`config.mk`:
```
export PLATFORM = sky130hd
export DESIGN_NAME = spi_cmd_decoder
export DESIGN_NICKNAME = d
export VERILOG_FILES = /design/src/rtl/display_cmd_pkg.sv /design/src/rtl/ss_sync.sv /design/src/rtl/spi_cmd_decoder.sv
export SDC_FILE = /design/constraint.sdc
export NUM_CORES = 1
export LEC_CHECK = 0
export CELL_PAD_IN_SITES_DETAIL_PLACEMENT = 1
export CELL_PAD_IN_SITES_GLOBAL_PLACEMENT = 1
export CORE_MARGIN = 2
export CORE_UTILIZATION = 35
export DETAILED_ROUTE_END_ITERATION = 10
export PLACE_DENSITY = 0.77
export SLEW_MARGIN = 40
export SYNTH_ARGS = -nofsm -noshare
export SYNTH_HDL_FRONTEND = slang
export SYNTH_SLANG_ARGS = --single-unit
```
`constraint.sdc`:
```
create_clock -name clk -period 1.85 [get_ports clk]
set_clock_uncertainty 0.15 [all_clocks]
set_input_delay 0.2775 -clock clk [delete_from_list [all_inputs] [get_ports clk]]
set_output_delay 0.2775 -clock clk [all_outputs]
set_load 0.02 [all_outputs]
```
`src/rtl/display_cmd_pkg.sv`:
```
// Shared opcodes, parser state encoding and reset defaults for the SPI display command path.
package display_cmd_pkg;

    localparam logic [7:0] OP_NOP    = 8'h00;
    localparam logic [7:0] OP_WRITE  = 8'h10;
    localparam logic [7:0] OP_BRIGHT = 8'h20;
    localparam logic [7:0] OP_SWAP   = 8'h30;

    localparam logic [7:0] BRIGHT_RESET_DEF = 8'h80;

    typedef enum logic [2:0] {
        ST_CMD,
        ST_ADDR_HI,
        ST_ADDR_LO,
        ST_PIXELS,
        ST_PARAM,
        ST_CHECK,
        ST_DISCARD
    } state_t;

endpackage

```
`src/rtl/ss_sync.sv`:
```
// Two-flop synchroniser for a raw pin, output forced low during reset.
// Latency: 2 clk. No backpressure (level signal).
module ss_sync (
    input  logic clk,
    input  logic rst,
    input  logic ss,
    output logic ss_s
);

    logic meta_q;
    logic sync_q;

    always_ff @(posedge clk or posedge rst) begin
        if (rst) begin
            meta_q <= 1'b0;
            sync_q <= 1'b0;
        end else begin
            meta_q <= ss;
            sync_q <= meta_q;
        end
    end

    assign ss_s = sync_q;

endmodule

```
`src/rtl/spi_cmd_decoder.sv`:
```
// Parses framed SPI display commands into framebuffer writes, brightness and swap (SPI_CMD_CHECKSUM_EN adds XOR check byte).
// Latency: every output is registered one clk after the completing rx_valid. No backpressure: one byte per 8 sclk is always accepted.
module spi_cmd_decoder
    import display_cmd_pkg::*;
#(
    parameter int         ADDR_WIDTH   = 11,
    parameter logic [7:0] BRIGHT_RESET = BRIGHT_RESET_DEF
) (
    input  logic                  clk,
    input  logic                  rst,
    input  logic                  ss,
    input  logic [7:0]            rx_data,
    input  logic                  rx_valid,
    output logic [ADDR_WIDTH-1:0] fb_addr,
    output logic [7:0]            fb_data,
    output logic                  fb_we,
    output logic [7:0]            brightness,
    output logic                  swap,
    output logic [7:0]            err_count
);

    logic ss_s;

    ss_sync u_ss_sync (
        .clk  (clk),
        .rst  (rst),
        .ss   (ss),
        .ss_s (ss_s)
    );

    state_t                state_q, state_d;
    logic [7:0]            hi_q, hi_d;
    logic [ADDR_WIDTH-1:0] ptr_q, ptr_d;
    logic [ADDR_WIDTH-1:0] fb_addr_q, fb_addr_d;
    logic [7:0]            fb_data_q, fb_data_d;
    logic                  fb_we_q, fb_we_d;
    logic [7:0]            bright_q, bright_d;
    logic                  swap_q, swap_d;
    logic [7:0]            err_q, err_d;
    logic                  err_inc;
    logic [15:0]           addr16;
`ifdef SPI_CMD_CHECKSUM_EN
    logic [7:0]            xor_q, xor_d;
    logic [7:0]            op_q, op_d;
    logic [7:0]            par_q, par_d;
`endif

    always_comb begin
        state_d   = state_q;
        hi_d      = hi_q;
        ptr_d     = ptr_q;
        fb_addr_d = fb_addr_q;
        fb_data_d = fb_data_q;
        fb_we_d   = 1'b0;
        bright_d  = bright_q;
        swap_d    = 1'b0;
        err_inc   = 1'b0;
        addr16    = {hi_q, rx_data};
`ifdef SPI_CMD_CHECKSUM_EN
        xor_d     = xor_q;
        op_d      = op_q;
        par_d     = par_q;
`endif
        if (!ss_s) begin
            // Frame ended while a command still expected bytes.
            if (state_q inside {ST_ADDR_HI, ST_ADDR_LO, ST_PARAM, ST_CHECK}) begin
                err_inc = 1'b1;
            end
            state_d = ST_CMD;
        end else if (rx_valid) begin
            case (state_q)
                ST_CMD: begin
`ifdef SPI_CMD_CHECKSUM_EN
                    xor_d = rx_data;
                    op_d  = rx_data;
`endif
                    case (rx_data)
                        OP_NOP:    state_d = ST_DISCARD;
                        OP_WRITE:  state_d = ST_ADDR_HI;
                        OP_BRIGHT: state_d = ST_PARAM;
                        OP_SWAP: begin
`ifdef SPI_CMD_CHECKSUM_EN
                            state_d = ST_CHECK;
`else
                            swap_d  = 1'b1;
                            state_d = ST_DISCARD;
`endif
                        end
                        default: begin
                            err_inc = 1'b1;
                            state_d = ST_DISCARD;
                        end
                    endcase
                end
                ST_ADDR_HI: begin
                    hi_d    = rx_data;
                    state_d = ST_ADDR_LO;
                end
                ST_ADDR_LO: begin
                    ptr_d   = addr16[ADDR_WIDTH-1:0];
                    state_d = ST_PIXELS;
                end
                ST_PIXELS: begin
                    fb_we_d   = 1'b1;
                    fb_addr_d = ptr_q;
                    fb_data_d = rx_data;
                    ptr_d     = ptr_q + ADDR_WIDTH'(1);
                end
                ST_PARAM: begin
`ifdef SPI_CMD_CHECKSUM_EN
                    par_d   = rx_data;
                    xor_d   = xor_q ^ rx_data;
                    state_d = ST_CHECK;
`else
                    bright_d = rx_data;
                    state_d  = ST_DISCARD;
`endif
                end
`ifdef SPI_CMD_CHECKSUM_EN
                ST_CHECK: begin
                    if (rx_data == xor_q) begin
                        if (op_q == OP_BRIGHT) begin
                            bright_d = par_q;
                        end else begin
                            swap_d = 1'b1;
                        end
                    end else begin
                        err_inc = 1'b1;
                    end
                    state_d = ST_DISCARD;
                end
`endif
                default: state_d = state_q;
            endcase
        end
        err_d = (err_inc && (err_q != 8'hFF)) ? err_q + 8'd1 : err_q;
    end

    always_ff @(posedge clk or posedge rst) begin
        if (rst) begin
            state_q   <= ST_CMD;
            hi_q      <= '0;
            ptr_q     <= '0;
            fb_addr_q <= '0;
            fb_data_q <= '0;
            fb_we_q   <= 1'b0;
            bright_q  <= BRIGHT_RESET;
            swap_q    <= 1'b0;
            err_q     <= '0;
        end else begin
            state_q   <= state_d;
            hi_q      <= hi_d;
            ptr_q     <= ptr_d;
            fb_addr_q <= fb_addr_d;
            fb_data_q <= fb_data_d;
            fb_we_q   <= fb_we_d;
            bright_q  <= bright_d;
            swap_q    <= swap_d;
            err_q     <= err_d;
        end
    end

`ifdef SPI_CMD_CHECKSUM_EN
    always_ff @(posedge clk or posedge rst) begin
        if (rst) begin
            xor_q <= '0;
            op_q  <= '0;
            par_q <= '0;
        end else begin
            xor_q <= xor_d;
            op_q  <= op_d;
            par_q <= par_d;
        end
    end
`endif

    assign fb_addr    = fb_addr_q;
    assign fb_data    = fb_data_q;
    assign fb_we      = fb_we_q;
    assign brightness = bright_q;
    assign swap       = swap_q;
    assign err_count  = err_q;

endmodule

```
; Word-level counts from Yosys, hierarchy flattened
; Cells that the tools add are included.
[classes]
n_addsub = 2
mul = 0
div = 0
magnitude_cmp = 0
n_eq_ne = 11
shifts = 0
mux = 17
bitwise = 0
reduce_logical = 11
[ops]
columns = op, n
row1 = one-hot mux 11 bit (2 select lines), 1
row2 = "== test 8 x 6 -> 1 bit, second input constant", 2
row3 = 2-to-1 mux 1 bit, 12
row4 = one-hot mux 3 bit (4 select lines), 1
row5 = AND reduction 3 bit, 4
row6 = "adder 11 x 1 -> 11 bit, second input constant", 1
row7 = "adder 8 x 1 -> 8 bit, second input constant", 1
row8 = "== test 8 x 5 -> 1 bit, second input constant", 1
row9 = logical NOT 8 bit, 1
row10 = "inequality test 8 bit, second input constant", 1
row11 = "== test 3 x 2 -> 1 bit, second input constant", 2
row12 = "== test 3 bit, second input constant", 2
row13 = 2-to-1 mux 3 bit, 2
row14 = one-hot mux 3 bit (2 select lines), 1
row15 = "inequality test 5 bit, second input constant", 1
row16 = nonzero test 4 bit, 1
row17 = OR reduction 4 bit, 1
row18 = "== test 3 x 1 -> 1 bit, second input constant", 1
row19 = logical NOT 3 bit, 1
row20 = "inequality test 2 bit, second input constant", 1
row21 = AND reduction 2 bit, 1
row22 = nonzero test 2 bit, 1
row23 = logical AND 1 bit, 1
[totals]
reg_bits = 56
latch_bits = 0
mem_bits_rw = 0
rom_bits = 0
in_bits = 12
out_inout_bits = 37
elab_cells = 52
memories = 0

; Depth between registers and ports, before layout
[depth]
word_depth = 7
depth_mapped = 6

; Hierarchy
; From an unflattened synthesis, not the netlist that was laid out.
[unflattened]
hier_cells = 218
area_unflattened_um2 = 2562.5
[by_module_without_submodules]
columns = mod, instances, cells_per_inst, area_each_um2
row1 = spi_cmd_decoder, 1, 215, 2508.7
row2 = ss_sync, 1, 3, 53.8

; Worst setup path before layout
; No wires, ideal clock.
[synth_path]
path_type = reg-to-reg
start = reg err_q[0], in the netlist err_count[0]
end = reg err_q[1], in the netlist err_count[1]
setup_time_ns = 0.125
arrival_ns = 1.566
required_time_ns = 1.575
path_slack_ns = 0.009
stages_incl_launch_ff = 6
n_path_buf = 0
synth_period_minus_slack_ns = 1.841
path_cell_list = dfrtp_1 -> ha_1 -> and3_1 -> nand4_1 -> nor2b_2 -> mux2_4
[synth_via]
elab_chain_len = 2
word_cells_on_any_way = 3
classes_between = 1 x add/sub / 1 x eq/ne / 1 x reduce/logical
[synth_rtl]
columns = item, line_no
row1 = from (decl), spi_cmd_decoder.sv:39  ; logic [7:0] err_q, err_d;
row2 = from (signal assigned), spi_cmd_decoder.sv:159  ; err_q <= err_d;
row3 = "parallel branches: the longest is 2 deep, another holds adder 8 x 1 -> 8 bit", n/a
; Parallel ways; which one is timed is not known.
; A chain may end at the register's enable or synchronous reset.

; Worst setup path in the final report
; Ends and elaborated chain as after synthesis.

==> out/metrics.yaml <==
outcome: "finished, final reports clean"
grt_pass1_wl_um: 11200
critical_path.n_buffers_inverters: 0
worst-path-max-fanout: 4
drt-initial-drc-count: 59
finalWorstPathRequiredPeriod_ns: 1.77
postSynth.asyncResetShare: 1.00
clock_tree_from_tritoncts: "built"
cts.sinks: 56
initial_standard_cell_utilization_of_the_core: 0.364
final-setup-viol-count: 0
dp_worst_setup_slack_ns: -0.481
synth-simple-area-share: 0.200
static_leakage_power_nw: 1.58
postSynth.topFlopCell: "sky130_fd_sc_hd__dfrtp_1"
grt_pass1_vias: 2220
timing_worst_setup_path_type: "reg -> reg"
drv_cap: 0
grt_max_degree: 57
clock_edge_transition_at_the_registers_on_the_reported_setup_and_hold_paths_ns: 0.11
required_ns: 1.92
timing.critical_path.max_delay_family: "simple AND/OR/NAND/NOR gates"
detail_route.vias_per_cell: 5.03
drive_above_1_share: 0.197
synth-edff-count: 0
start_kind: "flip-flop"
ff2ff_setup_slack_ns: 0.08
core.rowCount: 30
synth-compound-area-share: 0.116
wirelength_routed_um: 6530
synth_mux_area_frac: 0.0616
final_cell_count_no_fill: 421
io-pin-count: 49
detail_route.drc_violations: 0
syn_inst: 249
yosys_warns: 0
total_inserted_antenna_cells: 0
worst_setup_path_end_kind: "flip-flop"
dr.pass1.iters: 4
floorplan.die_area_mm2: 0.00783
synth_xor_area_frac: 0.0245
dp.final_hpwl_um: 4830
power-per-cell-area_mw_per_mm2: 1230
post-route-worst-setup-slack_ns: 0.0757
mappedNetlistNets: 263
via_count: 2118
clock_path_buffers: 2
final_max_slew_viol_count: 0
ctsHtreeMaxLevel: 2
die_y_um: 88.5
post_synthesis_instance_area_mm2: 0.00250
postSynthAreaPerCell_um2: 10.0
routedWlPerCell_um: 15.5
synth-adder-area-share: 0.0100
layout.filler_cells: 788
ctsHoldBuffers: 0
worstReg2RegEnd: "err_count[1]"
grt_overflow: 0
placedCellCount: 412
groute.usage.overall: 0.190
portBuffers: 48
clock_latency_on_the_worst_skew_pair_ns: 0.32
synth_cell_types: 36
antenna_found_initial: 0
r2r_cells: 5
combinational_family_with_the_most_area_after_synthesis: "simple AND/OR/NAND/NOR gates"
worst_r2r_startpoint: "err_count[0]"
post-route-period-util: 0.959
slew_headroom: 0.798
synth-seq-area-share: 0.561
floorplan_die_width_um: 88.5
place_congestion: 0.847
power.ir.vdd_worst_v: 0.000625
critical_path.max_stage_delay_ns: 0.41
number_of_storage_elements_in_the_synthesis_netlist: 56
worst_endpoint_data_arrival_time_ns: 1.84
layout.nets: 338
critical_path.cell_chain: "ha_2 -> and3_1 -> nand4_1 -> nor2b_4 -> mux2_4"
grt_setup_unrepaired: "false"
timing.fmax_mhz: 564
clockRootBuffer: "sky130_fd_sc_hd__clkbuf_8"
tritoncts.num_buffers: 5
syn2layout_area_growth_pct: 37.2
hold_class: "in -> async"
worst_pin_slew_ns: 0.302
core_area_mm2: 0.00687
timing.final.hold_violations: 0
worst_path_max_delay_cell: "sky130_fd_sc_hd__dfrtp_1"
ant_nets: 0
## power breakdown
part / switching, mW / internal (mW) / total [mW] / leakage, nW
combinational: 0.801 / 0.797 / 1.60 / 0.848
clock: 0.447 / 0.278 / 0.725 / 0.0452
sequential: 0.308 / 1.59 / 1.90 / 0.690
## worst max path at each step
stage	from	endpoint	slack, ns	cells past startpoint
floorplan	err_count[0]	err_count[1]	0.009	5
global placement	rx_data[2]	err_count[6]	-0.44	6
detailed placement	rx_data[2]	state_q[2]	-0.48	7
CTS	rx_data[2]	state_q[2]	0.003	7
global route	state_q[2]	err_count[7]	0.002	6
finish	err_count[0]	err_count[1]	0.08	5
## logic make-up (layout without fill, tap and decap cells)
family                   Yosys count  after routing
adder cells (fa/ha/maj)            2              2
AND/OR/NAND/NOR                  108            108
flip-flops                        56             56
buffers and inverters             17             93
AO/OA/AOI/OAI                     46             46
XOR/XNOR                           7              7
multiplexers                      13             13
## state kept, by name, summed over array words and instances (netlist names)
signal / cells
fb_addr: 11
u_ss_sync.ss_s: 1
err_count: 8
swap: 1
hi_q: 3
brightness: 8
fb_we: 1
u_ss_sync.meta_q: 1
ptr_q: 11
state_q: 3
fb_data: 8
## placed cells by master (no fill, tap or decap), types with 2 or more instances in the layout
cell type	instances
sky130_fd_sc_hd__nand2_1	64
sky130_fd_sc_hd__dfrtp_1	54
sky130_fd_sc_hd__clkdlybuf4s50_1	35
sky130_fd_sc_hd__buf_4	29
sky130_fd_sc_hd__a21oi_1	18
sky130_fd_sc_hd__mux2_2	11
sky130_fd_sc_hd__o21ai_0	10
sky130_fd_sc_hd__nand3_1	9
sky130_fd_sc_hd__dlygate4sd2_1	9
sky130_fd_sc_hd__xor2_1	7
sky130_fd_sc_hd__nor2_1	7
sky130_fd_sc_hd__inv_1	5
sky130_fd_sc_hd__clkbuf_8	5
sky130_fd_sc_hd__and3_1	4
sky130_fd_sc_hd__nand4_1	4
sky130_fd_sc_hd__and2_1	4
sky130_fd_sc_hd__nor3_1	4
sky130_fd_sc_hd__o32ai_1	4
sky130_fd_sc_hd__dlymetal6s2s_1	4
sky130_fd_sc_hd__o21a_1	3
sky130_fd_sc_hd__o22ai_1	3
sky130_fd_sc_hd__nor2b_4	2
sky130_fd_sc_hd__nor2b_1	2
sky130_fd_sc_hd__nand2b_1	2
sky130_fd_sc_hd__a2bb2oi_1	2
sky130_fd_sc_hd__mux2_4	2
sky130_fd_sc_hd__inv_6	2
sky130_fd_sc_hd__buf_12	2
## routing by layer
metal  vias to the layer above  part of all wire  wire length [µm]  global-route usage
met1                      1049              0.46              3020               0.265
met3                        11             0.047               310              0.0401
met5                         -                 0                 0                   0
met4                         0             0.019               122              0.0620
li1                        998                 -                 -                   -
met2                        60              0.47              3080               0.295
## what timing repair did
item                       4_1_cts  5_1_grt
buffers inserted                 0        1
resized for setup                9       11
pin swaps                        1        1
setup endpoints to repair       16       16
## per-stage QoR
stage                     hold slack, ns  TNS (ns)  total power, mW  utilization  instance area [µm²]
final                              0.169         0             4.22        0.499                 3430
after global routing               0.185         0             4.52        0.499                 3430
after CTS                          0.182         0             4.26        0.493                 3390
after detailed placement           0.189     -8.24             3.57        0.481                 3310
after global placement             0.192     -7.19             3.50        0.481                 3310
after floorplan                    0.159         0             2.72            -                 2500
## synth_stat cells (2+ instances only)
library cell,n,share of area
sky130_fd_sc_hd__nand4_1,4,0.010
sky130_fd_sc_hd__and2_1,4,0.010
sky130_fd_sc_hd__nand3_1,9,0.018
sky130_fd_sc_hd__ha_1,2,0.010
sky130_fd_sc_hd__o32ai_1,4,0.014
sky130_fd_sc_hd__mux2_2,11,0.050
sky130_fd_sc_hd__clkbuf_1,8,0.012
sky130_fd_sc_hd__dfrtp_1,55,0.55
sky130_fd_sc_hd__nor3_1,4,0.0080
sky130_fd_sc_hd__buf_2,2,0.0040
sky130_fd_sc_hd__nor2_1,8,0.012
sky130_fd_sc_hd__nor2b_1,4,0.010
sky130_fd_sc_hd__nand2_1,64,0.096
sky130_fd_sc_hd__and3_1,4,0.010
sky130_fd_sc_hd__o22ai_1,3,0.0075
sky130_fd_sc_hd__xor2_1,7,0.025
sky130_fd_sc_hd__a2bb2oi_1,2,0.0070
sky130_fd_sc_hd__o21a_1,3,0.0090
sky130_fd_sc_hd__inv_1,6,0.0090
sky130_fd_sc_hd__nand2b_1,2,0.0050
sky130_fd_sc_hd__mux2_4,2,0.012
sky130_fd_sc_hd__a21oi_1,18,0.036
sky130_fd_sc_hd__o21ai_0,10,0.020
## final cells by class
type / count / area (µm²) / area share
multi-input combinational: 176 / 1050 / 0.306
inverter: 6 / 22.5 / 0.00657
clock inverter: 3 / 25.0 / 0.00730
timing repair buffer: 79 / 737 / 0.215
clock buffer: 5 / 68.8 / 0.0201
tap: 96 / 120 / 0.0350
sequential: 56 / 1400 / 0.410
## tightest hold or removal path, cell delays in order
cell and delay, ns:
sky130_fd_sc_hd__clkdlybuf4s50_1 0.41, sky130_fd_sc_hd__inv_2 0.07, sky130_fd_sc_hd__buf_12 0.27
(Power assumes the default switching activity.)
